## config.mk

```make
export PLATFORM = sky130hd
export DESIGN_NAME = regfile_2r1w_sync_flat
export DESIGN_NICKNAME = d
export VERILOG_FILES = /design/src/rtl/regfile_pkg.sv /design/src/rtl/regfile_2r1w_sync_if.sv /design/src/rtl/regfile_clear_seq.sv /design/src/rtl/regfile_2r1w_sync.sv /design/src/flat_wrapper.sv
export SDC_FILE = /design/constraint.sdc
export NUM_CORES = 1
export LEC_CHECK = 0
export CORE_AREA = 2 2 215 217
export DETAILED_ROUTE_END_ITERATION = 10
export DIE_AREA = 0 0 217 219
export HOLD_SLACK_MARGIN = 0.15
export PLACE_DENSITY_LB_ADDON = 0.15
export SKIP_CTS_REPAIR_TIMING = 1
export SYNTH_ARGS = -nofsm -noshare
export SYNTH_HDL_FRONTEND = slang
export SYNTH_HIERARCHICAL = 1
export SYNTH_SLANG_ARGS = --single-unit
```

## constraint.sdc

```tcl
create_clock -name clk -period 2.8 [get_ports clk]
set_input_delay 0.42 -clock clk [delete_from_list [all_inputs] [get_ports clk]]
set_output_delay 0.42 -clock clk [all_outputs]
set_load 0.005 [all_outputs]
```

## src/rtl/regfile_pkg.sv

```systemverilog
// Shared definitions for the two-read/one-write register file.
//   state_t      : sequencer state, CLEAR while the array is being zeroed,
//                  RUN once user traffic is accepted
//   DEF_WIDTH    : default register width
//   DEF_REGBITS  : default address width (DEPTH = 2**REGBITS)
package regfile_pkg;

  typedef enum logic {
    CLEAR = 1'b0,
    RUN   = 1'b1
  } state_t;

  localparam int DEF_WIDTH   = 16;
  localparam int DEF_REGBITS = 4;

endpackage

```

## src/rtl/regfile_2r1w_sync_if.sv

```systemverilog
// Bus bundle for regfile_2r1w_sync.
//   writeEn    : write strobe, only honoured once ready is high
//   writeData  : data written to dstAddr
//   dstAddr    : write address, also the read address of port 1
//   srcAddr    : read address of port 2
//   readData1  : registered contents of dstAddr
//   readData2  : registered contents of srcAddr
//   ready      : high once the post-reset clear sequence has finished
// Modports: master drives requests (CPU / testbench), slave is the register file.
interface regfile_2r1w_sync_if #(
  parameter int WIDTH   = 16,
  parameter int REGBITS = 4
) ();

  logic               writeEn;
  logic [WIDTH-1:0]   writeData;
  logic [REGBITS-1:0] dstAddr;
  logic [REGBITS-1:0] srcAddr;
  logic [WIDTH-1:0]   readData1;
  logic [WIDTH-1:0]   readData2;
  logic               ready;

  modport master (
    output writeEn, writeData, dstAddr, srcAddr,
    input  readData1, readData2, ready
  );

  modport slave (
    input  writeEn, writeData, dstAddr, srcAddr,
    output readData1, readData2, ready
  );

endinterface

```

## src/rtl/regfile_clear_seq.sv

```systemverilog
// Post-reset clear sequencer for the register file.
// Walks an index over every register address once after reset, requesting a
// zero write at each, then switches to RUN and raises ready.
// Ports:
//   clk, reset : clock and synchronous active-high reset
//   clr_we     : high while the array should be written with zero
//   clr_addr   : register address being cleared this cycle
//   ready      : high in RUN, stays high until the next reset
module regfile_clear_seq
  import regfile_pkg::*;
#(
  parameter int REGBITS = DEF_REGBITS
) (
  input  logic               clk,
  input  logic               reset,
  output logic               clr_we,
  output logic [REGBITS-1:0] clr_addr,
  output logic               ready
);

  // Terminal compare against the last address, so the counter may wrap
  // freely without ever skipping RUN entry.
  localparam logic [REGBITS-1:0] LAST_IDX = '1;

  state_t             state, state_nxt;
  logic [REGBITS-1:0] idx, idx_nxt;

  always_ff @(posedge clk) begin
    if (reset) begin
      state <= CLEAR;
      idx   <= '0;
    end else begin
      state <= state_nxt;
      idx   <= idx_nxt;
    end
  end

  always_comb begin
    state_nxt = state;
    idx_nxt   = idx;
    case (state)
      CLEAR: begin
        idx_nxt = idx + REGBITS'(1);
        if (idx == LAST_IDX) state_nxt = RUN;
      end
      RUN:     state_nxt = RUN;
      default: state_nxt = CLEAR;
    endcase
  end

  always_comb begin
    clr_we   = (state == CLEAR);
    clr_addr = idx;
    ready    = (state == RUN);
  end

endmodule

```

## src/rtl/regfile_2r1w_sync.sv

```systemverilog
// Two-read/one-write register file with registered read ports.
// The storage array has no reset so it maps onto block RAM; after reset a
// sequencer zeroes every entry before ready rises and user writes are taken.
// Ports:
//   clk   : single clock, all state changes on its rising edge
//   reset : synchronous active-high reset, restarts the clear sequence
//   bus   : regfile_2r1w_sync_if slave modport (write port, two read ports,
//           ready)
// Parameters:
//   WIDTH    : register width
//   REGBITS  : address width, DEPTH = 2**REGBITS
//   ZERO_REG : 1 hardwires register 0 to zero
// Build option:
//   REGFILE_BYPASS_EN defined   -> write-first: a same-edge write to a read
//                                  address is forwarded to that read port.
//   REGFILE_BYPASS_EN undefined -> read-first: the port returns the old value.
module regfile_2r1w_sync
  import regfile_pkg::*;
#(
  parameter int WIDTH    = DEF_WIDTH,
  parameter int REGBITS  = DEF_REGBITS,
  parameter int ZERO_REG = 0
) (
  input logic                clk,
  input logic                reset,
  regfile_2r1w_sync_if.slave bus
);

  localparam int DEPTH = 2 ** REGBITS;

  logic [WIDTH-1:0]   mem [DEPTH];

  logic               clr_we;
  logic [REGBITS-1:0] clr_addr;
  logic               seq_ready;

  logic               arr_we;
  logic [REGBITS-1:0] arr_addr;
  logic [WIDTH-1:0]   arr_data;
  logic               user_we;

  logic [WIDTH-1:0]   rd1_p1;
  logic [WIDTH-1:0]   rd2_p1;

  regfile_clear_seq #(
    .REGBITS (REGBITS)
  ) u_clear_seq (
    .clk      (clk),
    .reset    (reset),
    .clr_we   (clr_we),
    .clr_addr (clr_addr),
    .ready    (seq_ready)
  );

  function automatic logic is_zero_reg(input logic [REGBITS-1:0] addr);
    return (ZERO_REG != 0) && (addr == '0);
  endfunction

  // Read-port value: zero masking first, then optional forwarding, then the
  // array contents.
  function automatic logic [WIDTH-1:0] read_sel(
    input logic [REGBITS-1:0] addr,
    input logic [WIDTH-1:0]   stored
  );
    if (is_zero_reg(addr)) return '0;
`ifdef REGFILE_BYPASS_EN
    if (user_we && (addr == bus.dstAddr)) return bus.writeData;
`endif
    return stored;
  endfunction

  // User writes only count in RUN; writes to a hardwired zero register are
  // dropped so the array itself also stays zero there.
  assign user_we = seq_ready && bus.writeEn && !is_zero_reg(bus.dstAddr);

  always_comb begin
    arr_we   = 1'b0;
    arr_addr = bus.dstAddr;
    arr_data = bus.writeData;
    if (!reset) begin
      if (clr_we) begin
        arr_we   = 1'b1;
        arr_addr = clr_addr;
        arr_data = '0;
      end else if (user_we) begin
        arr_we = 1'b1;
      end
    end
  end

  always_ff @(posedge clk) begin
    if (arr_we) mem[arr_addr] <= arr_data;
  end

  // ---- read stage p1: registered read ports ----
  always_ff @(posedge clk) begin
    if (reset || !seq_ready) begin
      rd1_p1 <= '0;
      rd2_p1 <= '0;
    end else begin
      rd1_p1 <= read_sel(bus.dstAddr, mem[bus.dstAddr]);
      rd2_p1 <= read_sel(bus.srcAddr, mem[bus.srcAddr]);
    end
  end

  assign bus.readData1 = rd1_p1;
  assign bus.readData2 = rd2_p1;
  assign bus.ready     = seq_ready;

endmodule

```

## src/flat_wrapper.sv

```systemverilog
// flat-port wrapper written by rule: the top's interface ports become plain ports
module regfile_2r1w_sync_flat import regfile_pkg::*;
#(
  parameter int WIDTH    = DEF_WIDTH,
  parameter int REGBITS  = DEF_REGBITS,
  parameter int ZERO_REG = 0
)
  (clk, reset, bus_writeEn, bus_writeData, bus_dstAddr, bus_srcAddr, bus_readData1, bus_readData2, bus_ready);
  regfile_2r1w_sync_if #(.WIDTH(WIDTH), .REGBITS(REGBITS)) bus_i ();
  input logic clk;
  input logic reset;
  input wire logic [$bits(bus_i.writeEn)-1:0] bus_writeEn;
  input wire logic [$bits(bus_i.writeData)-1:0] bus_writeData;
  input wire logic [$bits(bus_i.dstAddr)-1:0] bus_dstAddr;
  input wire logic [$bits(bus_i.srcAddr)-1:0] bus_srcAddr;
  output wire logic [$bits(bus_i.readData1)-1:0] bus_readData1;
  output wire logic [$bits(bus_i.readData2)-1:0] bus_readData2;
  output wire logic [$bits(bus_i.ready)-1:0] bus_ready;
  assign bus_i.writeEn = bus_writeEn;
  assign bus_i.writeData = bus_writeData;
  assign bus_i.dstAddr = bus_dstAddr;
  assign bus_i.srcAddr = bus_srcAddr;
  assign bus_readData1 = bus_i.readData1;
  assign bus_readData2 = bus_i.readData2;
  assign bus_ready = bus_i.ready;
  regfile_2r1w_sync #(.WIDTH(WIDTH), .REGBITS(REGBITS), .ZERO_REG(ZERO_REG)) u_core (.clk(clk), .reset(reset), .bus(bus_i));
endmodule
```

==> flow_summary.ini <==
[critical_path]
cpPeakStageDelay_ns = 0.64
slowest_stage = nor2_2
required_ns = 3.03
cp_top_family = simple AND/OR/NAND/NOR gates
critPathBufInv = 3
cp-start-kind = flop
cp_data_arrival_time_ns = 2.36
r2r_start = u_core/u_clear_seq/ready
path_cells = inv_1, nand4b_1, a21oi_1, buf_4, nand2_1, nor2_2, buf_12
critPathLaunch = u_core/u_clear_seq/ready
crit_path_end_kind = flop
crit_type = flop to flop
critPathMaxFanout = 10

[route]
wl_per_cell_um = 25.6
ant_nets = 0
via_count = 8307
first_pass_iters = 5
drtIter0Drc = 717
drc = 0
routed_wl_um = 41900
post_drt_via_cell_ratio = 5.09

[logic_synthesis]
yosysTopAreaCell = edfxtp_1
ys_seq_area_share_pct = 63.1
synthDistinctLibCells = 34
syn_inst = 891
synth_top_area_share_pct = 57.5
yosys_register_bits = 293
synthTopCellsByArea = edfxtp_1, mux2i_1, dfxtp_1
syn_area_per_cell_sq_um = 15.0
synthesis.nets = 919
syn_area_sq_um = 13400
ys_warn_count = 6

[grt]
antenna_found_initial = 1
grt.overflow.total = 0
grt_pass1_vias = 8503
grt_usage_pct = 17.6
grt_first_pass_wirelength_um = 60200
grt_max_degree = 43

[die]
fp.coreArea_sq_um = 45100
fp-row-count = 78
die_height_um = 219
die_width_um = 217
ioPinCount = 60
die_area_sq_um = 47500
initial_core_util_pct = 29.6

[cells_and_area]
drive_gt1_share_pct = 17.8
nNetsFinal = 1035
fillers = 4313
fin_cells = 1633
area_growth_pct = 21.1
antenna_cells = 0

[clocking]
clkTransAtPathRegs_ns = 0.05
root_buffer = clkbuf_16
cts.sinks = 293
insertion_delay_ns = 0.52
cts_tree = done
cts_htree_levels = 2
cts-buffers-inserted = 35
clk_path_buf_depth = 3

[timing]
fin_hold_ws_ns = 0.524
slew_violations = 0
skew_ns = 0.0158
fin_crit_ns = 2.13
setup_viol = 0
finalCritPeriodShare_pct = 76.2
worst_slew_pin_slew_ns = 0.831
rsz0062_at_grt = false
hold_violations = 0
setup_tns_ns = 0
fmax_mhz = 469
slew_headroom_pct = 44.6

[min_path]
hold_path.startpoint = u_core/u_clear_seq/clr_addr[3]
hp-class = flop to flop

[place]
io_buffers = 59
place_hpwl_um = 27300
place_congestion = 0.785
placed_cells = 1570

[pwr]
powerDensity_nw_per_um2 = 626
p_leak_nw = 5.89
total_power_mw = 10.1
ir_drop_mv = 0.350

[flow_run]
cap_violations = 0

[run_status]
outcome = complete, no violations
placed cells by master (no fill, tap or decap), types with 14 or more instances in the layout:
master           instances
edfxtp_1               256
mux2i_1                210
a22oi_1                 97
buf_4                   73
clkdlybuf4s50_1         57
nand2_1                 45
clkbuf_16               39
dfxtp_1                 37
nand3_1                 25
mux4_2                  24
o21ai_1                 21
and2_1                  18
nor2_2                  17
nand2b_1                14
logic make-up after synthesis:
kind of cell | after synthesis | share of synthesized area (%)
xor gates and xnor gates | 3 | 0.197
AOI/OAI and AO/OA | 143 | 7.55
buffers and inverters | 66 | 3.81
muxes | 235 | 19.9
adders and majority gates | 1 | 0.0936
DFF | 293 | 63.1
and+or+nand+nor | 150 | 5.43
registers in the layout, indices dropped and copies added, names as in the netlist:
signal and count:
u_core/bus.readData1 16, u_core/mem 256, u_core/u_clear_seq/clr_addr 4, u_core/bus.readData2 16, u_core/u_clear_seq/ready 1
cell type report:
class,instances,area (sq um),area share [%]
Sequential cell,293,8430,52.1
Multi-Input combinational cell,532,4510,27.8
Timing Repair Buffer,142,1340,8.28
Clock buffer,59,1130,6.99
Tap cell,600,751,4.64
Clock inverter,4,22.5,0.139
Inverter,3,11.3,0.0696
cells in the mapped netlist:
cell	number
nor2_1	32
nand2_1	45
nand3_1	25
buf_2	14
nand4bb_1	1
mux4_2	24
clkbuf_1	21
edfxtp_1	256
nor3_1	1
mux2i_1	210
buf_8	3
a21oi_1	3
dfxtp_1	37
inv_1	2
o2111ai_1	2
o21ai_1	21
buf_6	11
xor2_1	2
ha_1	1
nor2b_1	10
a22o_1	5
and2_1	18
nand2b_1	14
buf_12	6
buf_4	8
xnor2_1	1
o31ai_1	5
mux2_2	1
a31oi_1	4
a22oi_1	97
nand4b_1	2
clkinv_1	1
nor3b_1	2
o22ai_1	6
final timing paths:
check        slack (ns)  cells past startpoint                        to
max reg2reg        0.67                      7         u_core/mem[12][6]
min                0.52                      2  u_core/u_clear_seq/ready
min reg2reg        0.52                      2  u_core/u_clear_seq/ready
max                0.67                      7         u_core/mem[12][6]
per-stage QoR:
| step | area (sq um) | util (%) | setup WS, ns |
|---|---|---|---|
| 6_report | 16200 | 35.9 | 0.666 |
| 2_1_floorplan | 13400 | - | 0.426 |
| 5_1_grt | 16200 | 35.9 | 0.570 |
| 3_5_place_dp | 15000 | 33.4 | 0.148 |
| 4_1_cts | 16200 | 35.9 | 0.644 |
| 3_3_place_gp | 15000 | 33.4 | 0.206 |
power by group:
part / leakage, nW / internal, mW / total [mW] / switching, mW
Sequential: 2.65 / 4.81 / 4.84 / 0.0314
Clock: 0.564 / 2.75 / 4.50 / 1.75
Combinational: 2.67 / 0.315 / 0.794 / 0.479
Total: 5.89 / 7.87 / 10.1 / 2.26
worst register-to-register path, delay by kind of cell (launching register included):
family | cells | cell delay [ns]
and+or+nand+nor | 3 | 0.91
buffers and inverters | 3 | 0.46
AOI/OAI and AO/OA | 1 | 0.17
DFF | 1 | 0.32
layer usage:
metal  up-vias  part of all wire (%)  track usage, %
met5         -                     0               0
met3        49                   6.1            3.55
met1      4256                    46            24.4
met4         0                   1.6            4.09
met2       271                    46            28.4
li1       3731                     -               -
Note: power is estimated with default switching activity, not from simulation.
